File: config.mk
export PLATFORM = sky130hd
export DESIGN_NAME = key_event_detector
export DESIGN_NICKNAME = d
export VERILOG_FILES = /design/src/rtl/key_event_pkg.sv /design/src/rtl/key_event_detector_press_counter.sv /design/src/rtl/key_event_detector.sv
export SDC_FILE = /design/constraint.sdc
export NUM_CORES = 1
export LEC_CHECK = 0
export ABC_AREA = 0
export CORE_MARGIN = 3
export CORE_UTILIZATION = 60
export DETAILED_ROUTE_END_ITERATION = 8
export PLACE_DENSITY = 0.8
export SETUP_SLACK_MARGIN = 0.3
export SYNTH_ARGS = -nofsm -noshare
export SYNTH_HDL_FRONTEND = slang
export SYNTH_SLANG_ARGS = --single-unit
File: constraint.sdc
create_clock -name clk -period 3.1 [get_ports clk]
set_input_delay 0.775 -clock clk [delete_from_list [all_inputs] [get_ports clk]]
set_output_delay 0.775 -clock clk [all_outputs]
set_load 0.1 [all_outputs]
File: src/rtl/key_event_pkg.sv
// Shared types and constants for the key event detector.
//   key_state_e       : detector FSM state, 2-bit encoding
//   LONG_DELAY_27M    : default long-press threshold in cycles (0.5 s at 27 MHz)
//   REPEAT_PERIOD_27M : default auto-repeat period in cycles (0.1 s at 27 MHz)
//   COUNT_W           : width of the press counter
package key_event_pkg;

  typedef enum logic [1:0] {
    WAIT_REL = 2'd0,
    IDLE     = 2'd1,
    PRESSED  = 2'd2,
    LONG     = 2'd3
  } key_state_e;

  localparam int unsigned LONG_DELAY_27M    = 32'd13_500_000;
  localparam int unsigned REPEAT_PERIOD_27M = 32'd2_700_000;
  localparam int unsigned COUNT_W           = 8;

endpackage

File: src/rtl/key_event_detector_press_counter.sv
// Wrapping press counter.
//   clk, rst_n : clock, asynchronous active-low reset
//   inc        : count one press
//   clr        : synchronous clear; clr together with inc loads 1
//   count      : registered count, wraps at 2^COUNT_W
module press_counter
  import key_event_pkg::*;
(
  input  logic               clk,
  input  logic               rst_n,
  input  logic               inc,
  input  logic               clr,
  output logic [COUNT_W-1:0] count
);

  always_ff @(posedge clk or negedge rst_n) begin
    if (!rst_n) begin
      count <= '0;
    end else if (clr) begin
      count <= COUNT_W'(inc);
    end else if (inc) begin
      count <= count + COUNT_W'(1);
    end
  end

endmodule

File: src/rtl/key_event_detector.sv
// Turns a debounced button level into single-cycle event pulses.
//   clk, g_reset  : clock, asynchronous active-low reset
//   clean         : debounced button level (1 = pressed)
//   count_clr     : synchronous clear of press_count
//   press_pulse   : press accepted
//   release_pulse : button released
//   short_press   : released before the long threshold
//   long_press    : long threshold reached
//   repeat_pulse  : periodic pulse while long-held
//   held          : level, button considered down
//   press_count   : wrapping count of accepted presses
module key_event_detector
  import key_event_pkg::*;
#(
  parameter int unsigned CNT_W         = 24,
  parameter int unsigned LONG_DELAY    = LONG_DELAY_27M,
  parameter int unsigned REPEAT_PERIOD = REPEAT_PERIOD_27M
) (
  input  logic               clk,
  input  logic               g_reset,
  input  logic               clean,
  input  logic               count_clr,
  output logic               press_pulse,
  output logic               release_pulse,
  output logic               short_press,
  output logic               long_press,
  output logic               repeat_pulse,
  output logic               held,
  output logic [COUNT_W-1:0] press_count
);

  localparam logic [CNT_W-1:0] LONG_TERM = CNT_W'(LONG_DELAY - 1);
  localparam logic [CNT_W-1:0] REP_TERM  =
    CNT_W'((REPEAT_PERIOD == 0) ? 0 : (REPEAT_PERIOD - 1));
  localparam logic             REP_EN    = (REPEAT_PERIOD != 0);

  key_state_e       state_q, state_d;
  logic [CNT_W-1:0] hold_q, hold_d;
  logic [CNT_W-1:0] rep_q, rep_d;

  logic press_d, release_d, short_d, long_d, repeat_d, held_d;

  // State and counter registers
  always_ff @(posedge clk or negedge g_reset) begin
    if (!g_reset) begin
      state_q <= WAIT_REL;
      hold_q  <= '0;
      rep_q   <= '0;
    end else begin
      state_q <= state_d;
      hold_q  <= hold_d;
      rep_q   <= rep_d;
    end
  end

  // Next state and counter updates
  always_comb begin
    state_d = state_q;
    hold_d  = hold_q;
    rep_d   = rep_q;
    case (state_q)
      // A button held through reset must be released before it can count
      WAIT_REL: if (!clean) state_d = IDLE;
      IDLE: begin
        if (clean) begin
          state_d = PRESSED;
          hold_d  = CNT_W'(1);
        end
      end
      PRESSED: begin
        if (!clean) begin
          state_d = IDLE;
        end else if (hold_q == LONG_TERM) begin
          state_d = LONG;
          rep_d   = '0;
        end else begin
          hold_d = hold_q + CNT_W'(1);
        end
      end
      LONG: begin
        if (!clean) begin
          state_d = IDLE;
        end else if (REP_EN) begin
          // With repeat disabled rep_q stays parked at 0
          rep_d = (rep_q == REP_TERM) ? '0 : rep_q + CNT_W'(1);
        end
      end
      default: state_d = WAIT_REL;
    endcase
  end

  // Next values of the registered event outputs
  always_comb begin
    press_d   = 1'b0;
    release_d = 1'b0;
    short_d   = 1'b0;
    long_d    = 1'b0;
    repeat_d  = 1'b0;
    held_d    = (state_d == PRESSED) || (state_d == LONG);
    case (state_q)
      IDLE:    press_d = clean;
      PRESSED: begin
        release_d = !clean;
        short_d   = !clean;
        long_d    = clean && (hold_q == LONG_TERM);
      end
      LONG: begin
        release_d = !clean;
        // Release on a repeat edge suppresses the repeat
        repeat_d  = clean && REP_EN && (rep_q == REP_TERM);
      end
      default: ;
    endcase
  end

  // Output pulse registers
  always_ff @(posedge clk or negedge g_reset) begin
    if (!g_reset) begin
      press_pulse   <= 1'b0;
      release_pulse <= 1'b0;
      short_press   <= 1'b0;
      long_press    <= 1'b0;
      repeat_pulse  <= 1'b0;
      held          <= 1'b0;
    end else begin
      press_pulse   <= press_d;
      release_pulse <= release_d;
      short_press   <= short_d;
      long_press    <= long_d;
      repeat_pulse  <= repeat_d;
      held          <= held_d;
    end
  end

  press_counter u_press_counter (
    .clk   (clk),
    .rst_n (g_reset),
    .inc   (press_d),
    .clr   (count_clr),
    .count (press_count)
  );

endmodule
==> results of run 1 <==
==> worst reg2reg max path: stages (launching register included) <==
cell	delay, ns
dfrtp_1	0.43
or4b_1	0.55
or4_4	0.54
a2bb2oi_1	0.27
nor4b_1	0.45
xnor2_1	0.17
nor2_1	0.05
==> power by group <==
| part | switching, mW | internal, mW | leakage (nW) |
|---|---|---|---|
| clock | 0.312 | 0.430 | 0.108 |
| combinational | 0.445 | 0.177 | 0.709 |
| sequential | 0.0664 | 0.903 | 0.857 |
| total | 0.823 | 1.51 | 1.67 |
==> per-stage QoR <==
step	power, mW	hold slack (ns)	setup WS (ns)	cell area [um2]	util
after floorplan	1.42	0.473	0.664	3410	-
after global placement	1.57	0.497	0.392	3640	0.686
after detailed placement	1.60	0.500	0.348	3640	0.686
after CTS	2.34	0.462	0.387	3840	0.724
after global routing	2.44	0.489	0.345	3860	0.728
final	2.33	0.452	0.523	3860	0.728
==> cells in the final DEF, fill, tap and decap left out, types with 5 or more instances in the layout <==
cell type | synthesis | routed
dfrtp_1 | 64 | 64
nor2_1 | 42 | 42
nand2_1 | 38 | 38
o21ai_0 | 26 | 25
nand3_1 | 23 | 23
a21oi_1 | 19 | 19
buf_4 | 2 | 19
xor2_1 | 15 | 15
and3_1 | 13 | 13
nand4_1 | 12 | 12
clkbuf_8 | 0 | 12
xnor2_1 | 11 | 11
nor3_1 | 9 | 9
inv_1 | 7 | 7
nor4_1 | 8 | 7
o31ai_1 | 6 | 6
ha_1 | 6 | 5
==> routing by layer <==
| metal | up-vias | wire length [um] | track usage |
|---|---|---|---|
| met5 | - | 0 | 0 |
| met4 | 0 | 111 | 0.110 |
| met3 | 10 | 610 | 0.0809 |
| met2 | 110 | 3660 | 0.385 |
| met1 | 1425 | 3510 | 0.353 |
| li1 | 1388 | - | - |
==> layout make-up <==
class,count,share of cell area
clock inverters,3,0.0104
multi-input cells,288,0.454
clock buffers,12,0.0428
well taps,70,0.0227
flip-flops and latches,64,0.415
inverters,7,0.00681
repair buffers,23,0.0486
==> cell families (layout without fill, tap and decap cells) <==
group / after synthesis / count (layout) / share of synthesized area
compound gates: 74 / 74 / 0.133
xor+xnor: 26 / 26 / 0.0668
fa+ha+maj: 6 / 6 / 0.0220
buf+inv: 18 / 45 / 0.0220
flops: 64 / 64 / 0.470
mux: 4 / 4 / 0.0121
simple gates: 178 / 178 / 0.274
==> how the worst max path moves through the flow <==
stage | startpoint | endpoint | slack (ns)
after floorplan | hold_q[8] | rep_q[21] | 0.66
after global placement | clean | rep_q[23] | 0.39
after detailed placement | clean | rep_q[23] | 0.35
after CTS | hold_q[17] | rep_q[19] | 0.39
after global routing | hold_q[8] | rep_q[6] | 0.34
final | hold_q[8] | rep_q[23] | 0.52
==> flip-flops by register name, summed over array words and instances (netlist names) <==
signal,count
repeat_pulse,1
long_press,1
press_pulse,1
state_q,2
release_pulse,1
rep_q,24
held,1
short_press,1
u_press_counter.count,8
hold_q,24
==> summary.txt, run 1 <==
Pwr
  • Maximum vdd drop: 0.512 mV
  • Leak: roughly 1.7 nW
  • Power Density: 604 nW/um2

Global routing
  • Vias in the first global route: 2,691
  • Pin count of the biggest net entering global routing: 38
  • Total track usage: 0.260
  • First-pass GRT wire length: around 13 mm
  • Total global routing overflow: 0
  • Initial antenna violation count: 0

CTS
  • CTS resizes: 0
  • CTS hold repair buffers: 0
  • Clk Latency, worst-skew pair: 0.35 ns
  • CTS Buf Count: 9
  • Post-CTS Setup Repair Bufs: 0
  • CTS Sinks: between 60 and 70
  • CTS tree: done
  • # H-tree levels: 3
  • CTS max path bufs: 2
  • Root Buffer: clkbuf_8
  • CTS clk-pin slew, worst paths: roughly 0.07 ns

Synth
  • Count leader, synth: dfrtp_1
  • Number of synthesized flops with an enable pin: 0
  • Synth area leaders: dfrtp_1, nor2_1, nand2_1, xor2_1, o21ai_0
  • Area leader, netlist: dfrtp_1
  • Post-synth top area share: 0.470
  • FF+latch count, synth: 64
  • Post-Synthesis Cells: 370
  • Net Count, Synth: between 300 and 400
  • Synth cell types: between 40 and 50
  • Sequential-to-total area share from yosys stat: 0.470
  • Mapped cell area: approximately 3400 um2
  • Main synth FF type: dfrtp_1
  • Syn Area/Cell: between 9 and 10 um2
  • Post-synth top cells: dfrtp_1, nor2_1, nand2_1, o21ai_0, nand3_1
  • Yosys warning total: 0
  • Async SR Flop Fraction: 1.00

Setup path
  • Crit path largest cell delay: around 0.55 ns
  • Kind of critical path: flop to flop
  • Worst path depth: 6
  • Worst path top cell family by delay: simple AND/OR/NAND/NOR gates
  • Critical Path Slowest Stage Cell: or4b_1
  • Largest fanout on the critical path: 9
  • CP Launch Type: flop
  • R2R depth: 6
  • Cell Chain, Critical Path: or4b_1 -> or4_4 -> a2bb2oi_1 -> nor4b_1 -> xnor2_1 -> nor2_1
  • Critical path capture point type: flop
  • Critical path buffer and inverter count: 0
  • Worst reg-to-reg setup slack: 0.52 ns
  • Worst Path Required: approximately 3.3 ns
  • Worst EP arrival: between 2 and 3 ns
  • FF-to-FF End: rep_q[23]
  • R2R Path Start: hold_q[8]

STA
  • Crit path time final: 2.58 ns
  • Final Max Tran Viols: 0
  • Rel. slew slack: 0.489
  • Hold Fails Final Rpt: 0
  • Worst-margin pin slew: around 0.76 ns
  • RSZ-0062 raised after global routing: no
  • FMAX: ~390 MHz
  • Final setup violation count: 0
  • Final Cycle Share: 0.831
  • Clk_skew: around 0.0066 ns
  • Final setup TNS: 0 ns

Finish
  • # diodes: 0
  • Area delta synth->final: 13.2%
  • Register area: between 1500 and 2000 um2
  • Fill cell count: about 390
  • Proportion of layout cells with a drive suffix above 1: 0.123
  • Area occupied by multi-input gates: roughly 1800 um2
  • Layout Cells excl Fill: approximately 470
  • # nets final: 403

Hold path
  • Worst Hold Class: input pin to async pin

Floorplan
  • Die X: 81.4 um
  • Die Height: slightly above 80 um
  • Num rows: 26
  • Total die area: around 6600 um2
  • Io pins: 18
  • Starting Density: 0.643
  • Core area: roughly 5300 um2

Route
  • DR vias: about 2,900
  • Drt via density: 6.28
  • Drt wl/cell: ~17 um
  • Starting DRT DRC Count: 204
  • Pre-Repair DR Iteration Count: 4
  • Drt total wl: 7.89 mm
  • DR DRC count: 0
  • Final ANT Viol Nets: 0

Placed design
  • RD Place Congestion: between 0.8 and 0.9
  • Number of port buffers: 17
  • Placed cell count: between 400 and 500
  • Detail Placement HPWL: around 5.3 mm

Job
  • MaxCap Viol Count: 0

Outcome
  • Status: finished clean
Note: power is estimated with default switching activity, not from simulation.
==> inputs of run 2 (changes only) <==
Settings changed: CORE_UTILIZATION 60 to 54, PLACE_DENSITY 0.8 to 0.76.
Clock period 3.1 ns to 2.21 ns, I/O delays scaled along.
==> run 2 against run 1 <==
  * The flow now finishes with violations (negative setup slack)
  * Die area grew 10%
  * Hold slack lost 0.24 ns
  * Non-clock buffer count grew 67
  * Register-to-register slack lost 0.83 ns
  * Total power grew 63%
  * Count of clock-buffer cells in the layout shrank 3
  * Cell count grew 16%
  * Critical endpoint is now rep_q[20]
  * Combinational power grew 120%
==> summary.txt, run 2 (same netlist as run 1, synthesis figures left out) <==
Outcome
  • Status: complete, but fails checks
  • Failing checks: negative setup slack

Floorplan
  • Die Height: 85.5 um
  • Core area: about 6000 um2
  • Die X: approximately 85 um
  • Io pins: 18
  • Starting Density: 0.566
  • Num rows: 28
  • Total die area: 7300 um2

Setup path
  • R2R Path Start: hold_q[8]
  • CP Launch Type: flop
  • FF-to-FF End: rep_q[20]
  • End of the critical path: rep_q[20]
  • Critical path buffer and inverter count: 2
  • Worst path top cell family by delay: simple AND/OR/NAND/NOR gates
  • Worst setup path start: hold_q[8]
  • Cell Chain, Critical Path: or4b_1 -> or4_4 -> nor4_4 -> buf_6 -> a2bb2oi_2 -> o21ai_4 -> clkbuf_16 -> nor2_1
  • Kind of critical path: flop to flop
  • Largest fanout on the critical path: 6
  • Worst reg-to-reg setup slack: -0.30 ns
  • Critical path capture point type: flop
  • R2R depth: 8
  • Worst path depth: 8
  • Critical Path Slowest Stage Cell: or4_4
  • Worst EP arrival: 2.75 ns
  • Crit path largest cell delay: around 0.54 ns
  • Worst Path Required: about 2.5 ns

STA
  • Final Cycle Share: 1.14
  • Final setup violation count: approximately 50
  • Hold WS: 0.208 ns
  • Worst-margin pin slew: roughly 0.48 ns
  • Slack of the critical path: -0.302 ns
  • Hold Fails Final Rpt: 0
  • Clk_skew: around 0.011 ns
  • Crit path time final: roughly 2.5 ns
  • FMAX: about 400 MHz
  • Rel. slew slack: 0.678
  • RSZ-0062 raised after global routing: yes
  • Final Max Tran Viols: 0

Finish
  • Fill cell count: about 360
  • Area delta synth->final: 39.0%
  • Layout Cells excl Fill: ~540
  • Commonest non-fill, non-tap cell in the layout: buf_4
  • # nets final: between 400 and 500
  • Register area: approximately 1600 um2
  • Area occupied by multi-input gates: approximately 1900 um2
  • Final cell area excluding filler cells: roughly 4700 um2
  • Most frequent cells in the layout: buf_4, dfrtp_1, nand2_1
  • Proportion of layout cells with a drive suffix above 1: 0.322
  • # diodes: 0
  • Largest registers: hold_q: 24 flops, rep_q: 24 flops, u_press_counter.count: 8 flops

Placed design
  • Placed cell area: between 4000 and 5000 um2
  • Number of port buffers: 17
  • Detail Placement HPWL: approximately 5.7 mm
  • RD Place Congestion: approximately 0.89
  • Placed cell count: 509

Hold path
  • Worst Hold Class: input pin to async pin

CTS
  • # H-tree levels: 3
  • CTS max path bufs: 2
  • CTS Buf Count: 9
  • CTS hold repair buffers: 0
  • CTS tree: done
  • Clk Latency, worst-skew pair: approximately 0.35 ns
  • Root Buffer: clkbuf_8
  • CTS Sinks: 64
  • CTS clk-pin slew, worst paths: roughly 0.070 ns

Global routing
  • Total track usage: 0.271
  • Pin count of the biggest net entering global routing: 65
  • Vias in the first global route: between 3,000 and 4,000
  • Grt peak-use layer: met2
  • Total global routing overflow: 0
  • First-pass GRT wire length: between 15 and 20 mm
  • Met2 usage: 0.427
  • Grt met3 use: 0.0553
  • Initial antenna violation count: 0
  • M1 GR Usage: 0.353

Route
  • DR vias: 3,375
  • Drt via density: 6.24
  • Starting DRT DRC Count: 286
  • Final ANT Viol Nets: 0
  • Drt wl/cell: 18.0 um
  • DR DRC count: 0
  • Pre-Repair DR Iteration Count: 5
  • Drt total wl: between 9 and 10 mm

Pwr
  • Clock Power Share: 0.297
  • Internal: roughly 2.4 mW
  • Switching power: 1.35 mW
  • Switching share of total power: 0.356
  • Power Density: approximately 800 nW/um2
  • Gate power share: 0.353
  • Leak: roughly 2.1 nW
  • Overall Power: between 3 and 4 mW
  • Maximum vdd drop: 0.631 mV
  • Sequential share of power: 0.350

Job
  • MaxCap Viol Count: 0
[run 2: changes by cell type in the layout (fill, tap and decap cells not counted), moves of 4 or more]
cell / before / now
o21ai_0: 25 / 21
a21oi_1: 19 / 15
buf_6: 0 / 10
nand3_1: 23 / 19
nor2_1: 42 / 34
nor2_2: 0 / 6
nand3_2: 0 / 4
buf_4: 19 / 68
a21oi_2: 0 / 4
[run 2: layout make-up]
type / count / share of cell area
multi-input combinational: 289 / 0.411
sequential: 64 / 0.338
timing repair buffer: 90 / 0.180
clock buffer: 9 / 0.0261
clock inverter: 7 / 0.0203
tap: 75 / 0.0198
inverter: 7 / 0.00555
[run 2: how the worst min path moves through the flow]
stage                from                       end  slack, ns  cells after the start
3_3_place_gp   hold_q[18]                hold_q[18]       0.50                      1
4_1_cts           g_reset  u_press_counter.count[7]       0.22                      2
6_report          g_reset                  rep_q[7]       0.21                      2
5_1_grt           g_reset                  rep_q[8]       0.24                      2
2_1_floorplan     g_reset                      held       0.26                      0
3_5_place_dp    hold_q[6]                 hold_q[6]       0.52                      1
[run 2: what timing repair did]
action | 4_1_cts | 5_1_grt
setup buffers | 8 | 2
gates cloned | 3 | 3
gates resized for setup | 26 | 30
pin swaps | 10 | 13
setup endpoints to repair | 52 | 52
[run 2: power groups by stage]
stage	clock network, mW	logic, mW	registers, mW
global route	1.20	1.45	1.35
finish	1.13	1.34	1.33
global placement	0	1.04	1.35
detailed placement	0	1.06	1.35
floorplan	0	0.434	1.58
CTS	1.13	1.26	1.33
[run 2: stage by stage]
step | setup TNS [ns] | setup slack [ns] | util
after floorplan | -2.37 | -0.0894 | -
after global placement | -4.33 | -0.144 | 0.681
after detailed placement | -6.45 | -0.201 | 0.681
after CTS | -6.04 | -0.204 | 0.759
after global routing | -12.49 | -0.324 | 0.786
final | -10.02 | -0.302 | 0.786
[run 2: metal layers]
| metal | up-vias | routed length, um | share of wire |
|---|---|---|---|
| li1 | 1523 | - | - |
| met1 | 1656 | 4140 | 0.43 |
| met2 | 157 | 4630 | 0.48 |
| met3 | 39 | 600 | 0.062 |
| met4 | 0 | 365 | 0.038 |
| met5 | - | 0 | 0 |
